===== src/rtl/adder8_pkg.sv =====
// -----------------------------------------------------------------------------
// adder8_pkg
//   Shared constants and types for the pipelined 8-bit adder.
//   WIDTH  : operand / sum width
//   STAGES : pipeline depth, one carry-chain slice per stage
//   SLICE  : bits summed per stage (WIDTH / STAGES)
//   operand_t / slice_t : convenience vector types for operands and slices
//   Optional feature macro used by the top level: ADDER8_VALID_EN
// -----------------------------------------------------------------------------
package adder8_pkg;

  localparam int WIDTH  = 8;
  localparam int STAGES = 4;
  localparam int SLICE  = WIDTH / STAGES;

  typedef logic [WIDTH-1:0] operand_t;
  typedef logic [SLICE-1:0] slice_t;

endpackage : adder8_pkg


===== src/rtl/adder8_4_pipeline_slice.sv =====
// -----------------------------------------------------------------------------
// adder_slice
//   Purely combinational W-bit adder with carry-in: {co, s} = a + b + ci.
//   One instance per pipeline stage; the registers live in the top level.
//   Ports:
//     a, b : W-bit operand slices
//     ci   : carry from the previous slice (or the adder carry-in)
//     s    : W-bit slice sum
//     co   : carry out of this slice
// -----------------------------------------------------------------------------
module adder_slice
  import adder8_pkg::*;
#(
  parameter int W = SLICE
) (
  input  logic [W-1:0] a,
  input  logic [W-1:0] b,
  input  logic         ci,
  output logic [W-1:0] s,
  output logic         co
);

  // Operands are zero-extended by one bit so the carry out is captured.
  always_comb begin
    {co, s} = {1'b0, a} + {1'b0, b} + {{W{1'b0}}, ci};
  end

endmodule : adder_slice


===== src/rtl/adder8_4_pipeline.sv =====
// -----------------------------------------------------------------------------
// adder8_4_pipeline
//   8-bit adder with carry-in whose carry chain is cut into STAGES registered
//   slices of SLICE bits. One operand set is accepted every clock and its
//   result appears on {cout, sum} after the 4th rising edge (edges k..k+3).
//   Ports:
//     clk    : rising-edge clock
//     rst_n  : asynchronous active-low reset, clears every pipeline register
//     ain    : operand A (WIDTH bits), sampled every rising edge
//     bin    : operand B (WIDTH bits), sampled every rising edge
//     cin    : carry-in, sampled with ain/bin
//     sum    : registered (ain + bin + cin)[WIDTH-1:0]
//     cout   : registered carry-out, bit WIDTH of ain + bin + cin
//     vin    : (ADDER8_VALID_EN only) valid flag travelling with the operands
//     vout   : (ADDER8_VALID_EN only) vin delayed by the pipeline latency
//   Configuration macro: ADDER8_VALID_EN adds the vin/vout valid pipeline.
//
//   Stage s register contents:
//     psum_q    : all partial sums computed so far, lower slices included,
//                 so that slices of one operand set stay aligned
//     carry_q   : carry out of slice s
//     a/b_rem_q : operand bits not yet added (absent in the last stage)
// -----------------------------------------------------------------------------
module adder8_4_pipeline #(
  parameter int WIDTH  = adder8_pkg::WIDTH,
  parameter int STAGES = adder8_pkg::STAGES
) (
  input  logic             clk,
  input  logic             rst_n,
  input  logic [WIDTH-1:0] ain,
  input  logic [WIDTH-1:0] bin,
  input  logic             cin,
  output logic [WIDTH-1:0] sum,
`ifdef ADDER8_VALID_EN
  output logic             cout,
  input  logic             vin,
  output logic             vout
`else
  output logic             cout
`endif
);

  // WIDTH must divide evenly by STAGES; not overridable on its own.
  localparam int SLICE = WIDTH / STAGES;

  for (genvar s = 0; s < STAGES; s++) begin : g_stage
    localparam int LO  = s * SLICE;      // bits already summed before stage s
    localparam int REM = WIDTH - LO;     // operand bits still unadded entering stage s

    logic [REM-1:0]        a_in;
    logic [REM-1:0]        b_in;
    logic                  carry_in;
    logic [SLICE-1:0]      slice_sum;
    logic                  slice_co;
    logic [LO+SLICE-1:0]   psum_d;
    logic [LO+SLICE-1:0]   psum_q;
    logic                  carry_d;
    logic                  carry_q;

    if (s == 0) begin : g_head
      // First stage works directly on the ports and the external carry-in.
      always_comb begin
        a_in     = ain;
        b_in     = bin;
        carry_in = cin;
        psum_d   = slice_sum;
      end
    end else begin : g_body
      // Later stages take the remaining operand bits and the carry of the
      // previous stage, and append their slice above the aligned lower sums.
      always_comb begin
        a_in     = g_stage[s-1].g_rem.a_rem_q;
        b_in     = g_stage[s-1].g_rem.b_rem_q;
        carry_in = g_stage[s-1].carry_q;
        psum_d   = {slice_sum, g_stage[s-1].psum_q};
      end
    end

    adder_slice #(
      .W (SLICE)
    ) u_slice (
      .a  (a_in[SLICE-1:0]),
      .b  (b_in[SLICE-1:0]),
      .ci (carry_in),
      .s  (slice_sum),
      .co (slice_co)
    );

    always_comb begin
      carry_d = slice_co;
    end

    // NOTE: state updates use non-blocking assignments and the reset is in the
    // sensitivity list, so every stage samples the previous stage's old value
    // and clears immediately when rst_n falls, not at the next edge.
    always_ff @(posedge clk or negedge rst_n) begin
      if (!rst_n) begin
        psum_q  <= '0;
        carry_q <= 1'b0;
      end else begin
        psum_q  <= psum_d;
        carry_q <= carry_d;
      end
    end

    // Upper operand bits ride along until their slice is reached; the last
    // stage has nothing left to carry forward.
    if (s < STAGES - 1) begin : g_rem
      logic [REM-SLICE-1:0] a_rem_d;
      logic [REM-SLICE-1:0] a_rem_q;
      logic [REM-SLICE-1:0] b_rem_d;
      logic [REM-SLICE-1:0] b_rem_q;

      always_comb begin
        a_rem_d = a_in[REM-1:SLICE];
        b_rem_d = b_in[REM-1:SLICE];
      end

      always_ff @(posedge clk or negedge rst_n) begin
        if (!rst_n) begin
          a_rem_q <= '0;
          b_rem_q <= '0;
        end else begin
          a_rem_q <= a_rem_d;
          b_rem_q <= b_rem_d;
        end
      end
    end
  end

  // Both outputs come straight from the last stage's registers.
  always_comb begin
    sum  = g_stage[STAGES-1].psum_q;
    cout = g_stage[STAGES-1].carry_q;
  end

`ifdef ADDER8_VALID_EN
  // Valid flag shift register with the same depth as the data path.
  logic [STAGES-1:0] vld_d;
  logic [STAGES-1:0] vld_q;

  always_comb begin
    vld_d = {vld_q[STAGES-2:0], vin};
  end

  always_ff @(posedge clk or negedge rst_n) begin
    if (!rst_n) begin
      vld_q <= '0;
    end else begin
      vld_q <= vld_d;
    end
  end

  always_comb begin
    vout = vld_q[STAGES-1];
  end
`endif

endmodule : adder8_4_pipeline


===== config.mk =====
export PLATFORM = sky130hd
export DESIGN_NAME = adder8_4_pipeline
export DESIGN_NICKNAME = d
export VERILOG_FILES = /design/src/rtl/adder8_pkg.sv /design/src/rtl/adder8_4_pipeline_slice.sv /design/src/rtl/adder8_4_pipeline.sv
export SDC_FILE = /design/constraint.sdc
export NUM_CORES = 1
export LEC_CHECK = 0
export ABC_CLOCK_PERIOD_IN_PS = 1600
export BUFFER_PORTS_ARGS = -buffer_cell sky130_fd_sc_hd__buf_2
export CELL_PAD_IN_SITES_DETAIL_PLACEMENT = 1
export CELL_PAD_IN_SITES_GLOBAL_PLACEMENT = 1
export CORE_MARGIN = 2
export CORE_UTILIZATION = 39
export DETAILED_ROUTE_END_ITERATION = 6
export PLACE_DENSITY = 0.76
export REMOVE_ABC_BUFFERS = 1
export SYNTH_ARGS = -nofsm -noshare
export SYNTH_HDL_FRONTEND = slang
export SYNTH_SLANG_ARGS = --single-unit
export TNS_END_PERCENT = 10

===== constraint.sdc =====
create_clock -name clk -period 1.6 [get_ports clk]
set_clock_uncertainty 0.2 [all_clocks]
set_input_delay 0.16 -clock clk [delete_from_list [all_inputs] [get_ports clk]]
set_output_delay 0.16 -clock clk [all_outputs]
set_load 0.01 [all_outputs]

==> results of run 1 <==
critical path: stages, from the launching register on:
cell and delay (ns):
sky130_fd_sc_hd__dfrtp_1 0.33, sky130_fd_sc_hd__inv_1 0.05, sky130_fd_sc_hd__fa_2 0.38, sky130_fd_sc_hd__fa_1 0.49, sky130_fd_sc_hd__inv_1 0.04
power groups by stage:
stage / combinational (mW) / clock, mW / sequential [mW]
after floorplan: 0.0607 / 0 / 1.42
after global placement: 0.177 / 0 / 1.39
after detailed placement: 0.191 / 0 / 1.40
after CTS: 0.220 / 0.997 / 1.38
after global routing: 0.248 / 1.05 / 1.39
final: 0.213 / 0.965 / 1.38
sequential cells by signal, summed over array words and instances (netlist names):
signal / flops
cout: 1
g_stage.g_rem.a_rem_q: 12
g_stage.psum_q: 12
g_stage.carry_q: 3
g_stage.g_rem.b_rem_q: 12
sum: 8
timing repair:
action | CTS | global route
hold endpoints to repair | 60 | 0
endpoints found under the setup margin | 3 | 3
hold buffers | 13 | 0
pin swaps | 2 | 1
resized for setup | 3 | 1
cell type report:
type	count	area share (%)
Inverter	32	6.13
Clock inverter	2	3.07
Sequential cell	48	61.3
Timing Repair Buffer	42	14.3
Clock buffer	5	3.51
Multi-Input combinational cell	8	8.56
Tap cell	48	3.07
cell families (layout without fill, tap and decap cells):
kind of cell / after synthesis / after routing
fa+ha+maj: 8 / 8
flops: 48 / 48
buf+inv: 32 / 81
per-stage QoR:
| stage | utilization (%) | cells |
|---|---|---|
| 2_1_floorplan | - | 88 |
| 3_3_place_gp | 46.2 | 165 |
| 6_report | 53.5 | 185 |
| 3_5_place_dp | 46.2 | 165 |
| 5_1_grt | 53.5 | 185 |
| 4_1_cts | 53.5 | 185 |
cell usage in the layout, fill, tap and decap left out, drive strengths merged:
master,instances
bufinv,2
dfrtp,48
dlygate4sd3,13
fa,8
clkbuf,5
inv,32
buf,29
routing by layer:
metal,vias up,share of wire [%],track usage [%]
li1,328,-,-
met1,355,36,12.5
met2,26,56,22.0
met3,4,5.7,3.25
met4,0,2.0,5.47
met5,-,0,0
worst max path at each step:
stage               depth (start not counted)              endpoint
finish                                      4  g_stage[2].psum_q[5]
CTS                                         4  g_stage[1].psum_q[3]
global placement                            4  g_stage[1].psum_q[3]
global route                                4                sum[7]
detailed placement                          4  g_stage[1].psum_q[3]
floorplan                                   4  g_stage[1].psum_q[3]
==> metrics.md, run 1 <==
| Metric | Value |
|---|---|
| Power per standard cell area | `~1300 nW/um^2` |
| Most area-consuming cells after synthesis | `sky130_fd_sc_hd__dfrtp_1 81%, sky130_fd_sc_hd__fa_1 11%, sky130_fd_sc_hd__inv_1 8.1%` |
| Weighted congestion reported at the end of routability-driven placement | `0.636` |
| Type of the worst min-delay path | `input port to flip-flop` |
| Total track usage | `between 10% and 20%` |
| Buffers from clock root to sink, at most | `2` |
| Top-area cell type share of the netlist area | `81.1%` |
| Total Die Area | `~4300 sq um` |
| Minimum hold slack | `0.0506 ns` |
| Die Width | `roughly 66 microns` |
| Overall power consumption | `between 2 and 3 mW` |
| Cell with the most instances after synthesis | `sky130_fd_sc_hd__dfrtp_1` |
| Share of synthesized cell area in full adder, half adder and majority cells | `between 10 and 15%` |
| NumNets Final | `~160` |
| Via total after detailed routing | `713` |
| Internal power | `slightly above 2 mW` |
| Overall overflow remaining after global route | `0` |
| Kind of end point of the critical path | `flip-flop` |
| Via-to-Cell Ratio | `roughly 3.9` |
| Worst supply voltage drop on vdd | `between 700 and 800 uV` |
| Post-synthesis cell type with the largest combined area | `sky130_fd_sc_hd__dfrtp_1` |
| Share of cells above drive strength 1 | `~29%` |
| TritonCTS clock tree | `done` |
| Mapped Cells | `just under 90` |
| Pin count of the biggest net entering global routing | `29` |
| Hold_sp | `cin` |
| Worst slack at placement | `-0.0562 ns` |
| Multi-input gate area in the final layout | `~170 sq um` |
| Finished Cell Area | `1960 sq um` |
| Leading register cell type out of synthesis | `sky130_fd_sc_hd__dfrtp_1` |
| Mean Syn Cell Area | `16.8 sq um` |
| Number of enable-type register cells in the synthesized netlist | `0` |
| Layout filler cell count | `between 300 and 400` |
| Effective utilization at floorplan | `roughly 40%` |
| Clock-pin slew on the worst setup and hold paths | `approximately 0.080 ns` |
| Total of warnings raised by yosys | `0` |
| Number of antenna violations at the first check in global routing | `0` |
| Dominant combinational cell family by area after synthesis | `adder cells` |
| Period utilisation layout | `a little under 100%` |
| Count of buffers inserted at the top-level ports | `27` |
| Depth of the most critical reg-to-reg path | `4` |
| Antenna-violating nets left | `0` |
| Min Clock Period, post-route | `1.59 ns` |
| Number of global-route vias before repair | `around 830` |
| Run status | `finished, final reports clean` |
| Setup total negative slack | `0 ns` |
| Simple logic cell fraction of the synthesized area | `0%` |
| Proportion of power drawn by combinational gates | `8.3%` |
| Share of synthesized flip-flops with an asynchronous set or reset | `100%` |
| Multiplexer fraction of the synthesized cell area | `0%` |
| Worst Path Required | `between 1.5 and 2 ns` |
| Post-placement cell area | `between 1500 and 2000 sq um` |
| Most frequent cells after synthesis | `48 x sky130_fd_sc_hd__dfrtp_1, 32 x sky130_fd_sc_hd__inv_1, 8 x sky130_fd_sc_hd__fa_1` |
| Std-Cell Core Area | `around 3700 sq um` |
| Compound-Gate Fraction of Synth Area | `0%` |
| Site Rows | `22` |
| Instance count along the most critical hold path | `4` |
| First-iteration detailed-routing DRC count | `4` |
| Setup repair after global routing missed its margin | `true` |
| Data arrival at the endpoint of the critical path | `between 1.5 and 2 ns` |
| Cell chosen for the clock root | `sky130_fd_sc_hd__clkbuf_8` |
| Total wire length | `around 2.1 mm` |
| Cell Area, Synth | `between 1000 and 1500 sq um` |
| Xor/xnor share of the synthesized area | `0%` |
| Antenna diode count | `0` |
| Max-capacitance violation count | `0` |
| Overall die height | `65.6 microns` |
| Worst reg2reg endpoint | `g_stage[2].psum_q[5]` |
| Worst Hold End | `g_stage[0].psum_q[0]` |
| Switching fraction of total power | `between 10% and 20%` |
| Source of the critical timing path | `g_stage[1].g_rem.b_rem_q[0]` |
| H-tree depth | `2` |
| Net load switching power | `between 400 and 500 uW` |
| Sequential cell area | `between 1000 and 1500 sq um` |
| Sequential-to-total area share from yosys stat | `around 81%` |
| Count of endpoints failing setup in the final report | `0` |
| Crit path max fanout | `1` |
| Critical Setup Path Class | `flip-flop to flip-flop` |
| Slew @ Worst Pin | `~0.34 ns` |
| Setup crit start kind | `flip-flop` |
| Global-route wire length before repair | `approximately 3.7 mm` |
| Top-level port count | `28` |
| DR pass1 iterations | `2` |
| Number of buffers added by the clock tree synthesis step | `5` |
| Share of total power in sequential cells | `about 54%` |
| Leakage Power | `between 1 and 1.5 nW` |
| Achievable Freq | `0.629 GHz` |
| Setup WS post-layout | `0.00996 ns` |
| Sink count of the clock tree | `48` |
| Slew margin rel. | `77.2%` |
| Crit Reg-Reg Startpoint | `g_stage[1].g_rem.b_rem_q[0]` |
| Post-CTS Setup Bufs | `0` |
| Max-slew violation count | `0` |
| Final hold violation count | `0` |
| Average routed wire per standard cell | `~11 microns` |
| Area added between synthesis and finish | `32.2%` |
| Detailed placer's ending HPWL | `approximately 1.3 mm` |
| Number of different library cells in the post-synthesis netlist | `3` |
| Total of flip-flops plus latches after synthesis | `48` |
| Insertion delay of the later-clocked pin in the worst-skew pair | `~0.29 ns` |
| Setup slack of the most critical reg-to-reg path | `~0.01 ns` |
| Clk network pwr share | `a little under two fifths` |
| Number of remaining DRC errors | `0` |
(Power assumes the default switching activity.)
==> run 2: changes to the inputs <==
MAX_ROUTING_LAYER = met4   (was default)
==> run 2 against run 1 <==
Compared with the run above: fmax barely moved; die area did not move; first-iteration DRC count did not move; via count rose by 0.56%; count of clock-buffer cells in the layout did not move; sequential share of layout area did not move; utilization did not move; register-to-register slack barely moved; final cell count did not move.
==> metrics.md, run 2 (synthesized netlist as in run 1, its figures left out) <==
| Metric | Value |
|---|---|
| Run status | `finished, final reports clean` |
| Pin count of the biggest net entering global routing | `29 (unchanged)` |
| Largest registers ranked by flip-flop count | `g_stage.g_rem.a_rem_q: 12 flops, g_stage.g_rem.b_rem_q: 12 flops, g_stage.psum_q: 12 flops` |
| Via-to-Cell Ratio | `3.88 (+0.56%)` |
| Max-capacitance violation count | `0 (unchanged)` |
| Critical Setup Path Class | `flip-flop to flip-flop` |
| Count of buffers inserted at the top-level ports | `27 (unchanged)` |
| Slew margin rel. | `77.2% (about the same)` |
| Overall die height | `65.6 microns (unchanged)` |
| Cell chosen for the clock root | `sky130_fd_sc_hd__clkbuf_8` |
| Final hold violation count | `0 (unchanged)` |
| Finished Cell Area | `1960 sq um (unchanged)` |
| DR pass1 iterations | `2 (unchanged)` |
| Global-route track usage on met1 | `12.6% (+0.12 points)` |
| Number of buffers added by the clock tree synthesis step | `5 (unchanged)` |
| Crit path max fanout | `1 (unchanged)` |
| Achievable Freq | `0.629 GHz (about the same)` |
| End-of-flow core utilization | `53.5% (unchanged)` |
| Detailed placer's ending HPWL | `1.28 mm (unchanged)` |
| Antenna-violating nets left | `0 (unchanged)` |
| Met2 routing resource usage after global routing | `22.0% (unchanged)` |
| Buffers from clock root to sink, at most | `2 (unchanged)` |
| Total Die Area | `4310 sq um (unchanged)` |
| Post-placement cell area | `1690 sq um (unchanged)` |
| Slew @ Worst Pin | `0.342 ns (-0.000247 ns)` |
| Kind of end point of the critical path | `flip-flop` |
| Number of antenna violations at the first check in global routing | `0 (unchanged)` |
| NumNets Final | `164 (unchanged)` |
| Setup WS post-layout | `0.00945 ns (-0.000511 ns)` |
| Clock-pin slew on the worst setup and hold paths | `0.08 ns (about the same)` |
| Global-route wire length before repair | `3.67 mm (+0.19%)` |
| Power per standard cell area | `1300 nW/um^2 (about the same)` |
| Setup crit start kind | `flip-flop` |
| Kind of cell adding the most delay to the critical path | `adder cells` |
| Period utilisation layout | `99.4% (about the same)` |
| Met3 usage in global routing | `3.08% (-0.17 points)` |
| Worst Path Required | `1.59 ns (about the same)` |
| Via total after detailed routing | `717 (+0.56%)` |
| Std-Cell Core Area | `3660 sq um (unchanged)` |
| Total track usage | `12.3% (+0.33 points)` |
| Number of global-route vias before repair | `826 (unchanged)` |
| Worst supply voltage drop on vdd | `725 uV (+0.24%)` |
| Insertion delay of the later-clocked pin in the worst-skew pair | `0.29 ns (about the same)` |
| Die Width | `65.6 microns (unchanged)` |
| Sink count of the clock tree | `48 (unchanged)` |
| Average routed wire per standard cell | `11.3 microns (-0.48%)` |
| Most common cell after layout, fill and taps aside | `sky130_fd_sc_hd__dfrtp_1` |
| H-tree depth | `2 (unchanged)` |
| Global-route layer with the greatest usage | `met2` |
| Minimum hold slack | `0.0513 ns (+0.000686 ns)` |
| Overall overflow remaining after global route | `0 (unchanged)` |
| Number of remaining DRC errors | `0 (unchanged)` |
| Area added between synthesis and finish | `32.2% (unchanged)` |
| Count of endpoints failing setup in the final report | `0 (unchanged)` |
| Leakage Power | `1.02 nW (unchanged)` |
| Highest-count cells in the layout ignoring fill and taps | `48 x sky130_fd_sc_hd__dfrtp_1, 31 x sky130_fd_sc_hd__inv_1, 27 x sky130_fd_sc_hd__buf_2, 13 x sky130_fd_sc_hd__dlygate4sd3_1` |
| Layout filler cell count | `361 (unchanged)` |
| Min Clock Period, post-route | `1.59 ns (+0.000511 ns)` |
| Type of the worst min-delay path | `input port to flip-flop` |
| Crit-path slowest cell | `sky130_fd_sc_hd__fa_1` |
| Buffers plus inverters on the worst setup path | `2 (unchanged)` |
| Sequence of cells on the critical path | `inv_1 -> fa_2 -> fa_1 -> inv_1` |
| Site Rows | `22 (unchanged)` |
| Antenna diode count | `0 (unchanged)` |
| TritonCTS clock tree | `done` |
| Max-slew violation count | `0 (unchanged)` |
| Largest stage delay on the critical path | `0.49 ns (about the same)` |
| Effective utilization at floorplan | `40.5% (unchanged)` |
| Weighted congestion reported at the end of routability-driven placement | `0.641 (+0.82%)` |
| Worst slack at placement | `-0.0562 ns (unchanged)` |
| First-iteration detailed-routing DRC count | `4 (unchanged)` |
| Total wire length | `2.09 mm (-0.48%)` |
| Setup repair after global routing missed its margin | `true` |
| Data arrival at the endpoint of the critical path | `1.58 ns (about the same)` |
| Most frequent cell on the critical path | `sky130_fd_sc_hd__inv_1` |
| Share of cells above drive strength 1 | `29.2% (unchanged)` |
| Top-level port count | `28 (unchanged)` |
## run 2: cell counts in the layout (fill, tap and decap cells not counted)
Identical to the previous run, type by type.
## run 2: tightest hold or removal path, delay by kind of cell
kind | cells | cell delay [ns]
buf+inv | 3 | 0.20
fa+ha+maj | 1 | 0.15
## run 2: final timing paths
check	start	to	slack (ns)	depth (start not counted)
setup / recovery	g_stage[1].g_rem.b_rem_q[0]	g_stage[2].psum_q[5]	0.009	4
hold / removal	cin	g_stage[0].psum_q[0]	0.05	4
setup reg to reg	g_stage[1].g_rem.b_rem_q[0]	g_stage[2].psum_q[5]	0.009	4
hold reg to reg	g_stage[2].psum_q[2]	sum[2]	0.15	0
max in group asynchronous	rst_n	sum[0]	0.70	3
min in group asynchronous	rst_n	g_stage[0].psum_q[0]	0.21	3
## run 2: cell type report
| class | instances | area [sq um] | share of cell area, % |
|---|---|---|---|
| clock inverter | 2 | 60.1 | 3.07 |
| tap | 48 | 60.1 | 3.07 |
| inverter | 32 | 120 | 6.13 |
| multi-input combinational | 8 | 168 | 8.56 |
| clock buffer | 5 | 68.8 | 3.51 |
| sequential | 48 | 1200 | 61.3 |
| timing repair buffer | 42 | 280 | 14.3 |
## run 2: what timing repair did
action                                  in CTS  in global routing
resized for setup                            3                  1
hold buffers                                13                  0
endpoints found under the hold margin       60                  0
setup buffers                                0                  0
endpoints found under the setup margin       3                  3
pin swaps                                    2                  1
## run 2: per-layer routing
| layer | wire (microns) | vias to the layer above |
|---|---|---|
| li1 | - | 328 |
| met2 | 1170 | 26 |
| met5 | 0 | - |
| met3 | 114 | 4 |
| met1 | 762 | 359 |
| met4 | 41 | 0 |
## run 2: per-stage QoR
step | power, mW | instances | TNS, ns
floorplan | 1.48 | 88 | 0
global placement | 1.57 | 165 | -0.0245
detailed placement | 1.59 | 165 | -0.142
CTS | 2.60 | 185 | -0.00568
global route | 2.69 | 185 | -0.132
finish | 2.55 | 185 | 0
## run 2: where the power goes
part	total [mW]	switching (mW)	internal, mW
Combinational	0.213	0.114	0.0985
Clock	0.966	0.352	0.614
Sequential	1.38	0.0324	1.34
Total	2.55	0.498	2.06
